[src/rtl/boost_table_accum.sv]
// boost_table_accum: histogram accumulator in front of an external dual-port
// table RAM (1-cycle registered read, read-first). The table is cleared and
// then incremented one index per cycle. A sample marked last starts a drain
// that streams every cell out and zeroes it behind the stream.
// Optional build macro: TABLE_SAT_EN. When defined, a cell at its maximum
// value saturates on increment. When undefined, the cell wraps to zero.
module boost_table_accum #(
  parameter int ADDR_WIDTH = 4,
  parameter int DATA_WIDTH = 8
) (
  input  logic                  clk,
  input  logic                  rst,
  input  logic                  in_valid,
  output logic                  in_ready,
  input  logic [ADDR_WIDTH-1:0] in_addr,
  input  logic                  in_last,
  output logic                  out_valid,
  input  logic                  out_ready,
  output logic [ADDR_WIDTH-1:0] out_addr,
  output logic [DATA_WIDTH-1:0] out_data,
  output logic                  out_last,
  output logic [ADDR_WIDTH-1:0] bram_raddr,
  output logic [ADDR_WIDTH-1:0] bram_waddr,
  output logic                  bram_wr_en,
  output logic [DATA_WIDTH-1:0] bram_wdata,
  input  logic [DATA_WIDTH-1:0] bram_rdata
);

  typedef enum logic [1:0] {
    ST_CLEAR = 2'd0,
    ST_ACCUM = 2'd1,
    ST_FLUSH = 2'd2,
    ST_DRAIN = 2'd3
  } state_t;

  localparam logic [ADDR_WIDTH-1:0] LAST_ADDR = {ADDR_WIDTH{1'b1}};
  localparam logic [DATA_WIDTH-1:0] MAX_COUNT = {DATA_WIDTH{1'b1}};

  // Count increment; the overflow policy is fixed at build time.
  function automatic logic [DATA_WIDTH-1:0] bump(input logic [DATA_WIDTH-1:0] cnt);
`ifdef TABLE_SAT_EN
    if (cnt == MAX_COUNT) begin
      bump = cnt;
    end else begin
      bump = cnt + DATA_WIDTH'(1);
    end
`else
    bump = cnt + DATA_WIDTH'(1);
`endif
  endfunction

  state_t                  state_r;
  state_t                  state_nxt_s;
  logic [ADDR_WIDTH-1:0]   ptr_r;        // clear address / drain pointer
  logic                    rd_pend_r;    // drain read issued last cycle
  logic                    s1_valid_r;   // accumulate stage-1 occupied
  logic [ADDR_WIDTH-1:0]   s1_addr_r;
  logic [ADDR_WIDTH-1:0]   rd_addr_r;    // address read in the previous cycle
  logic                    lw_en_r;      // write performed in the previous cycle
  logic [ADDR_WIDTH-1:0]   lw_addr_r;
  logic [DATA_WIDTH-1:0]   lw_data_r;
  logic                    out_valid_r;
  logic [ADDR_WIDTH-1:0]   out_addr_r;
  logic [DATA_WIDTH-1:0]   out_data_r;
  logic                    out_last_r;
  logic                    wr_en_s;
  logic                    in_hs_s;
  logic                    out_hs_s;
  logic [DATA_WIDTH-1:0]   rd_data_s;

  assign in_hs_s  = in_valid && (state_r == ST_ACCUM);
  assign out_hs_s = out_valid_r && out_ready && (state_r == ST_DRAIN);

  // The RAM is read-first, so a write landing in the same cycle as the read
  // is invisible to it; take that write's data instead of bram_rdata.
  assign rd_data_s = (lw_en_r && (lw_addr_r == rd_addr_r)) ? lw_data_r : bram_rdata;

  // State register.
  always_ff @(posedge clk or posedge rst) begin
    if (rst) begin
      state_r <= ST_CLEAR;
    end else begin
      state_r <= state_nxt_s;
    end
  end

  // Next-state decode.
  always_comb begin
    state_nxt_s = state_r;
    case (state_r)
      ST_CLEAR: begin
        if (ptr_r == LAST_ADDR) begin
          state_nxt_s = ST_ACCUM;
        end else begin
          state_nxt_s = ST_CLEAR;
        end
      end
      ST_ACCUM: begin
        if (in_hs_s && in_last) begin
          state_nxt_s = ST_FLUSH;
        end else begin
          state_nxt_s = ST_ACCUM;
        end
      end
      ST_FLUSH: state_nxt_s = ST_DRAIN;
      ST_DRAIN: begin
        if (out_hs_s && out_last_r) begin
          state_nxt_s = ST_ACCUM;
        end else begin
          state_nxt_s = ST_DRAIN;
        end
      end
      default: state_nxt_s = ST_CLEAR;
    endcase
  end

  // Output decode: input handshake and RAM port control per state.
  always_comb begin
    in_ready   = 1'b0;
    bram_raddr = {ADDR_WIDTH{1'b0}};
    wr_en_s    = 1'b0;
    bram_waddr = {ADDR_WIDTH{1'b0}};
    bram_wdata = {DATA_WIDTH{1'b0}};
    case (state_r)
      ST_CLEAR: begin
        wr_en_s    = 1'b1;
        bram_waddr = ptr_r;
      end
      ST_ACCUM, ST_FLUSH: begin
        if (state_r == ST_ACCUM) begin
          in_ready   = 1'b1;
          bram_raddr = in_addr;
        end else begin
          // First drain read goes out while the last increment lands.
          bram_raddr = ptr_r;
        end
        if (s1_valid_r) begin
          wr_en_s    = 1'b1;
          bram_waddr = s1_addr_r;
          bram_wdata = bump(rd_data_s);
        end else begin
          wr_en_s    = 1'b0;
        end
      end
      ST_DRAIN: begin
        if (out_hs_s) begin
          wr_en_s    = 1'b1;
          bram_waddr = out_addr_r;
          bram_raddr = ptr_r + ADDR_WIDTH'(1);
        end else begin
          bram_raddr = ptr_r;
        end
      end
      default: begin
        in_ready = 1'b0;
      end
    endcase
  end

  // No RAM write may escape while reset is held, even though CLEAR is decoded.
  assign bram_wr_en = wr_en_s & ~rst;

  // Accumulate stage-1 and forwarding history.
  always_ff @(posedge clk or posedge rst) begin
    if (rst) begin
      s1_valid_r <= 1'b0;
      s1_addr_r  <= {ADDR_WIDTH{1'b0}};
      rd_addr_r  <= {ADDR_WIDTH{1'b0}};
      lw_en_r    <= 1'b0;
      lw_addr_r  <= {ADDR_WIDTH{1'b0}};
      lw_data_r  <= {DATA_WIDTH{1'b0}};
    end else begin
      s1_valid_r <= in_hs_s;
      s1_addr_r  <= in_addr;
      rd_addr_r  <= bram_raddr;
      lw_en_r    <= bram_wr_en;
      lw_addr_r  <= bram_waddr;
      lw_data_r  <= bram_wdata;
    end
  end

  // Clear/drain pointer and drain read-pending flag.
  always_ff @(posedge clk or posedge rst) begin
    if (rst) begin
      ptr_r     <= {ADDR_WIDTH{1'b0}};
      rd_pend_r <= 1'b0;
    end else begin
      case (state_r)
        ST_CLEAR: begin
          ptr_r     <= ptr_r + ADDR_WIDTH'(1);
          rd_pend_r <= 1'b0;
        end
        ST_ACCUM: begin
          ptr_r     <= {ADDR_WIDTH{1'b0}};
          rd_pend_r <= 1'b0;
        end
        ST_FLUSH: begin
          ptr_r     <= {ADDR_WIDTH{1'b0}};
          rd_pend_r <= 1'b1;
        end
        ST_DRAIN: begin
          if (out_hs_s && out_last_r) begin
            ptr_r     <= {ADDR_WIDTH{1'b0}};
            rd_pend_r <= 1'b0;
          end else if (out_hs_s) begin
            ptr_r     <= ptr_r + ADDR_WIDTH'(1);
            rd_pend_r <= 1'b1;
          end else begin
            rd_pend_r <= 1'b0;
          end
        end
        default: begin
          ptr_r     <= {ADDR_WIDTH{1'b0}};
          rd_pend_r <= 1'b0;
        end
      endcase
    end
  end

  // Drain output registers: load on read return, drop valid on handshake.
  always_ff @(posedge clk or posedge rst) begin
    if (rst) begin
      out_valid_r <= 1'b0;
      out_addr_r  <= {ADDR_WIDTH{1'b0}};
      out_data_r  <= {DATA_WIDTH{1'b0}};
      out_last_r  <= 1'b0;
    end else if ((state_r == ST_DRAIN) && rd_pend_r) begin
      out_valid_r <= 1'b1;
      out_addr_r  <= ptr_r;
      out_data_r  <= rd_data_s;
      out_last_r  <= (ptr_r == LAST_ADDR);
    end else if (out_hs_s) begin
      out_valid_r <= 1'b0;
      out_last_r  <= 1'b0;
    end
  end

  assign out_valid = out_valid_r;
  assign out_addr  = out_addr_r;
  assign out_data  = out_data_r;
  assign out_last  = out_last_r;

endmodule

[config.mk]
export PLATFORM = sky130hd
export DESIGN_NAME = boost_table_accum
export DESIGN_NICKNAME = d
export VERILOG_FILES = /design/src/rtl/boost_table_accum.sv
export SDC_FILE = /design/constraint.sdc
export NUM_CORES = 1
export LEC_CHECK = 0
export ABC_CLOCK_PERIOD_IN_PS = 3150
export BUFFER_PORTS_ARGS = -buffer_cell sky130_fd_sc_hd__buf_4
export CAP_MARGIN = 20
export CORE_MARGIN = 1
export CORE_UTILIZATION = 45
export CTS_CLUSTER_SIZE = 14
export DETAILED_ROUTE_END_ITERATION = 10
export GPL_ROUTABILITY_DRIVEN = 0
export PLACE_DENSITY_LB_ADDON = 0.1
export SKIP_CTS_REPAIR_TIMING = 1
export SYNTH_ARGS = -nofsm -noshare
export SYNTH_HDL_FRONTEND = slang
export SYNTH_SLANG_ARGS = --single-unit
[constraint.sdc]
create_clock -name clk -period 3.15 [get_ports clk]
set_clock_uncertainty 0.2 [all_clocks]
set_input_delay 0.4725 -clock clk [delete_from_list [all_inputs] [get_ports clk]]
set_output_delay 0.4725 -clock clk [all_outputs]
set_load 0.02 [all_outputs]
==> results.md, run 1 <==
* HP Start: in_addr[3]
* Worst Path Class, Setup: register to output pin
* Router iterations before antenna repair at 4
* Antenna-violating nets left at 0
* Final HPWL DP at 3980 um
* Syn nets at 262
* Die W at 72.1 um
* CP top delay family: simple AND/OR/NAND/NOR gates
* Post-Syn Area at 2210 sq um
* Cell taking the most area after synthesis: dfrtp_1
* ANT cells at 0
* DR DRC count at 0
* Top cell type's share of synthesized area at 48.6%
* DR iter-0 viols at 175
* HP Class: input pin to register
* Total GRT Usage at 23.3%
* Worst-path cell chain: xnor2_2, and3_4, nand3_2, nand2_2, ha_4, and3_4, nand3_1, xor2_1, a211oi_2, buf_4
* Crit path launch type: register
* Period utilisation layout at 95.9%
* Worst reg2reg setup slack at 940 ps
* Crit path buf inv count at 1
* Max-slew headroom at 49.7%
* Hold worst-path end: s1_addr_r[3]$_DFF_PP0_
* Most common cell after layout, fill and taps aside: buf_4
* Top post-synthesis cells by area: dfrtp_1 49%, nand2_1 5.1%, o21ai_0 4.7%
* Hold depth at 1
* Endpoints failing setup at 0
* Post-synthesis register bit count at 43
* Syn Inst Count at 239
* Status: finished, final reports clean
* Crit path required time at 2480 ps
* R2R cell count at 9
* Area grow syn2layout at 28.5%
* Leak at 0.00122 uW
* WL/cell at 15.8 um
* CTS H-Tree Depth at 2
* Max-slew violations at 0
* Via Count at 1976
* TritonCTS clock tree: done
* Starting density of the core at 46.9%
* Crit Path Max Fanout at 6
* Post-layout min period at 3020 ps
* Max frequency at 0.331 GHz
* RR Endpoint: lw_data_r[6]$_DFF_PP0_
* Die area at 5200 sq um
* CTS buffer count at 5
* Design Power at 1950 uW
* Root buffer cell: clkbuf_8
* Netlist cell types at 34
* Layout cells sized above 1 at 28.9%
* Grt total ovfl at 0
* Row count at 25
* Slowest stage cell, crit path: dfrtp_1
* Power Dens Cells at 687 nW/um^2
* Initial antenna violation count at 0
* Vias per cell at 5.52
* Arrival @ worst endpoint at 2350 ps
* Largest net degree at the start of global routing at 44
* IO Count at 49
* Clock slew at reported path FFs at 80 ps
* Port Buffer Count at 48
* Warnings from Yosys at 0
* Vias in the first global route at 1897
* Core area at 4720 sq um
* Die Height at 72.1 um
* Total Neg Setup Slack at 0 ps
* Worst r2r src: rd_addr_r[0]$_DFF_PP0_
* Most frequent cells in the layout: 57 x buf_4, 43 x dfrtp_1, 28 x nand2_1, 19 x o21ai_0, 17 x nand3_1
* Synthesized area per cell at 9.26 sq um
* Peak per-stage delay on the critical path at 400 ps
* Clock tree buffer depth at 2
* CTS Sinks at 43
* Final-report hold violation count at 0
* Worst slew pin tran at 754 ps
* Worst-skew pair later-pin latency at 290 ps
* Register area share after synthesis at 48.6%
* First-pass GRT wire length at 9230 um
* IR Drop Worst-Case VDD at 0.000460 V
* WL final at 5650 um
* Number of max-cap violations at 0
* CP dominant cell by count: and3_4
* Crit. End Element: output pin
* Final nets at 313
cells by family (layout without fill, tap and decap cells):
group	after synthesis	in the layout	share of synthesized area (%)
fa+ha+maj	6	6	3.39
mux	3	3	1.70
flops	43	43	48.6
compound gates	61	61	17.1
buf+inv	21	73	4.35
xor+xnor	14	14	5.54
simple gates	91	91	19.3
metrics by stage:
stage	cell area [sq um]	hold slack, ps	instances	utilization, %	setup WS [ps]
final	2850	89.4	358	60.2	130
after global routing	2850	71.6	358	60.2	-45.1
after CTS	2760	77.7	357	58.3	-151
after detailed placement	2650	305	349	56.1	189
after global placement	2650	301	349	56.1	242
after floorplan	2210	304	239	-	161
where the power goes:
part           total [uW]  internal, uW  switching [uW]
sequential            729           638            90.9
clock                 391           200             191
combinational         834           353             481
total                1950          1190             763
worst max-delay path by stage:
| stage | startpoint | endpoint | slack (ps) | depth (start not counted) |
|---|---|---|---|---|
| global route | rd_addr_r[3]$_DFF_PP0_ | bram_wdata[6] | -50 | 10 |
| floorplan | rd_addr_r[0]$_DFF_PP0_ | bram_wdata[6] | 160 | 10 |
| CTS | rd_addr_r[0]$_DFF_PP0_ | bram_wdata[6] | -150 | 10 |
| finish | rd_addr_r[0]$_DFF_PP0_ | bram_wdata[6] | 130 | 10 |
| detailed placement | rd_addr_r[0]$_DFF_PP0_ | bram_wdata[6] | 190 | 10 |
| global placement | rd_addr_r[1]$_DFF_PP0_ | bram_wdata[6] | 240 | 10 |
routing by layer:
layer	vias to the layer above	wire length, um	GRT usage (%)
li1	955	-	-
met1	944	2390	29.2
met2	65	2860	39.9
met3	12	299	5.00
met4	0	105	8.28
met5	-	0	0
synthesized netlist by cell type:
cell	n
a2111oi_0	1
o22ai_1	2
a31oi_1	9
ha_1	6
o21a_1	1
buf_2	5
o2111ai_1	1
a21oi_1	9
nor4b_1	3
nand4_1	2
mux2_2	2
nor2_1	15
and2_1	4
xnor2_1	12
a221oi_1	3
nor2b_1	1
or2_2	1
inv_1	8
a211oi_1	5
a22oi_1	6
xor2_1	2
o2bb2ai_1	1
nand2_1	30
dfrtp_1	43
o21ai_0	21
nand3_1	20
buf_4	1
buf_6	1
and3_1	6
mux2_4	1
clkbuf_1	6
nor3_1	9
o31ai_1	1
a32oi_1	1
flip-flops by register name (all words and copies together), names as in the netlist:
| register | flops |
|---|---|
| lw_en_r | 1 |
| rd_addr_r | 4 |
| rd_pend_r | 1 |
| out_addr | 4 |
| lw_data_r | 8 |
| s1_addr_r | 4 |
| out_valid | 1 |
| s1_valid_r | 1 |
| out_last | 1 |
| lw_addr_r | 4 |
| out_data | 8 |
| ptr_r | 4 |
| state_r | 2 |
worst reg2reg max path: stages (launching register included):
cell,delay (ps)
dfrtp_1,400
xnor2_2,200
and3_4,260
nand3_2,110
nand2_2,100
ha_4,140
inv_1,90
o21ai_0,160
nor4b_1,310
a211oi_2,100
area by class of cell:
cell class              count  area, sq um
multi-input cells         175         1120
fillers                   421         1880
well taps                  67         83.8
clock inverters             1         7.51
inverters                   8         30.0
flip-flops and latches     43         1080
repair buffers             57          428
clock buffers               7         96.3
No activity file was read; power rests on OpenSTA's default activity.
==> run 2, diff against run 1 <==
- PLACE_DENSITY: unset -> 0.76
- PLACE_DENSITY_LB_ADDON: 0.1 -> unset
==> run 2 against run 1 <==
Hold slack got worse by 11 ps. Setup slack got worse by 22 ps. Die area unchanged. Combinational power decreased by 0.7%. Sequential share of layout area decreased by 0.48 points. Utilization increased by 0.77 points. Sequential power increased by 0.8%. Power increased by 7.3%.
==> results.md, run 2 (synthesis results as in run 1) <==
* Status: finished, final reports clean
* Antenna-violating nets left at 0 (unchanged)
* Hold worst-path end: s1_addr_r[3]$_DFF_PP0_
* Reg power frac at 35.1% (-2.2 points)
* Number of max-cap violations at 0 (unchanged)
* Logic gate share of total power at 39.5% (-3.2 points)
* Root buffer cell: clkbuf_8
* Final worst slack at 108 ps (-21.6 ps)
* Grt total ovfl at 0 (unchanged)
* Initial antenna violation count at 0 (unchanged)
* Most frequent cells in the layout: 56 x buf_4, 43 x dfrtp_1, 29 x nand2_1, 19 x o21ai_0, 19 x nand3_1
* CTS Sinks at 43 (unchanged)
* WL final at 5660 um (about the same)
* Worst slew pin tran at 700 ps (-53.6 ps)
* ANT cells at 0 (unchanged)
* Vias per cell at 5.70 (+3.3%)
* Final HPWL DP at 3910 um (-1.7%)
* Psw at 785 uW (+2.9%)
* Leak at 0.00124 uW (+1.8%)
* RSZ-0062 raised after global routing: false
* Starting density of the core at 46.9% (unchanged)
* Max-slew violations at 0 (unchanged)
* Area grow syn2layout at 30.2%
* Switch share at 37.5% (-1.6 points)
* Crit Path Max Fanout at 4 (-2)
* Max-slew headroom at 53.3% (+3.6 points)
* Period utilisation layout at 96.6% (+0.69 points)
* HP Class: input pin to register
* Post-layout min period at 3040 ps (+21.6 ps)
* RR Endpoint: lw_data_r[6]$_DFF_PP0_
* Crit. End Element: output pin
* Arrival @ worst endpoint at 2370 ps (+20 ps)
* Port Buffer Count at 48 (unchanged)
* Hold Slack at 78.1 ps (-11.3 ps)
* Die area at 5200 sq um (unchanged)
* DR DRC count at 0 (unchanged)
* Placed insts at 347 (-0.57%)
* Max frequency at 0.329 GHz (-0.71%)
* HP Start: in_addr[3]
* Worst r2r src: lw_addr_r[2]$_DFF_PP0_
* IO Count at 49 (unchanged)
* Final instance area at 2880 sq um (+1.3%)
* Router iterations before antenna repair at 5 (+1)
* Design Power at 2100 uW (+7.3%)
* Cell-internal power at 1310 uW (+10%)
* DR iter-0 viols at 177 (+1.1%)
* Final-report hold violation count at 0 (unchanged)
* R2R cell count at 10 (+1)
* Row count at 25 (unchanged)
* Worst-skew pair later-pin latency at 300 ps (about the same)
* Die W at 72.1 um (unchanged)
* TritonCTS clock tree: done
* Final nets at 312 (-0.32%)
* Crit path launch type: register
* Crit path required time at 2480 ps (about the same)
* CTS buffer count at 5 (unchanged)
* WL/cell at 15.8 um (+0.37%)
* DP Area at 2640 sq um (-0.57%)
* Vias in the first global route at 1891 (-0.32%)
* Clock slew at reported path FFs at 90 ps (about the same)
* Dpl ws at 200 ps (+10.9 ps)
* Core area at 4720 sq um (unchanged)
* First-pass GRT wire length at 8750 um (-5.2%)
* Crit path launch: lw_addr_r[2]$_DFF_PP0_
* Worst Path Class, Setup: register to output pin
* Fin cells at 357 (-0.28%)
* Power Dens Cells at 727 nW/um^2 (+5.9%)
* CTS H-Tree Depth at 2 (unchanged)
* IR Drop Worst-Case VDD at 0.000523 V (+14%)
* Total GRT Usage at 22.2% (-1.1 points)
* Via Count at 2036 (+3.0%)
* Largest net degree at the start of global routing at 44 (unchanged)
* Clock tree buffer depth at 2 (unchanged)
* Endpoints failing setup at 0 (unchanged)
* Die Height at 72.1 um (unchanged)
* Worst reg2reg setup slack at 870 ps (-70 ps)
* Most common cell after layout, fill and taps aside: buf_4
* Clock group share of total power at 25.4% (+5.4 points)
* Layout cells sized above 1 at 29.3% (+0.44 points)
* Hold depth at 1 (unchanged)
run 2: power groups by stage:
stage / sequential, uW / clock, uW / combinational, uW
global placement: 730 / 0 / 739
CTS: 722 / 538 / 756
floorplan: 722 / 0 / 515
detailed placement: 732 / 0 / 749
finish: 735 / 533 / 828
global route: 747 / 559 / 896
run 2: worst max-delay path by stage:
stage,endpoint,cells past startpoint
6_report,bram_wdata[6],10
2_1_floorplan,bram_wdata[6],10
3_5_place_dp,bram_wdata[6],10
5_1_grt,bram_wdata[6],10
4_1_cts,bram_wdata[6],10
3_3_place_gp,bram_wdata[6],10
run 2: per-layer routing:
layer,track usage (%),part of all wire [%],up-vias
met3,5.69,6.6,15
li1,-,-,948
met2,37.3,50,85
met5,0,0,-
met1,27.1,40,988
met4,9.59,2.5,0
run 2: critical path, cell delays in order, from the launching register on:
cell and delay (ps):
dfrtp_1 400, xnor2_2 200, and3_4 230, nand3_1 100
nand2_1 130, ha_4 170, and3_4 190, nand3_1 90
xor2_1 160, a211oi_2 210, buf_4 180
run 2: area by class of cell:
| cell class | instances | area (sq um) |
|---|---|---|
| Multi-Input combinational cell | 175 | 1130 |
| Clock buffer | 5 | 68.8 |
| Clock inverter | 3 | 71.3 |
| Inverter | 8 | 30.0 |
| Tap cell | 67 | 83.8 |
| Fill cell | 414 | 1840 |
| Sequential cell | 43 | 1080 |
| Timing Repair Buffer | 56 | 420 |
run 2: through the flow:
| stage | TNS, ps | util (%) |
|---|---|---|
| CTS | -181 | 58.8 |
| floorplan | 0 | - |
| finish | 0 | 61.0 |
| global route | 0 | 61.0 |
| global placement | 0 | 55.8 |
| detailed placement | 0 | 55.8 |
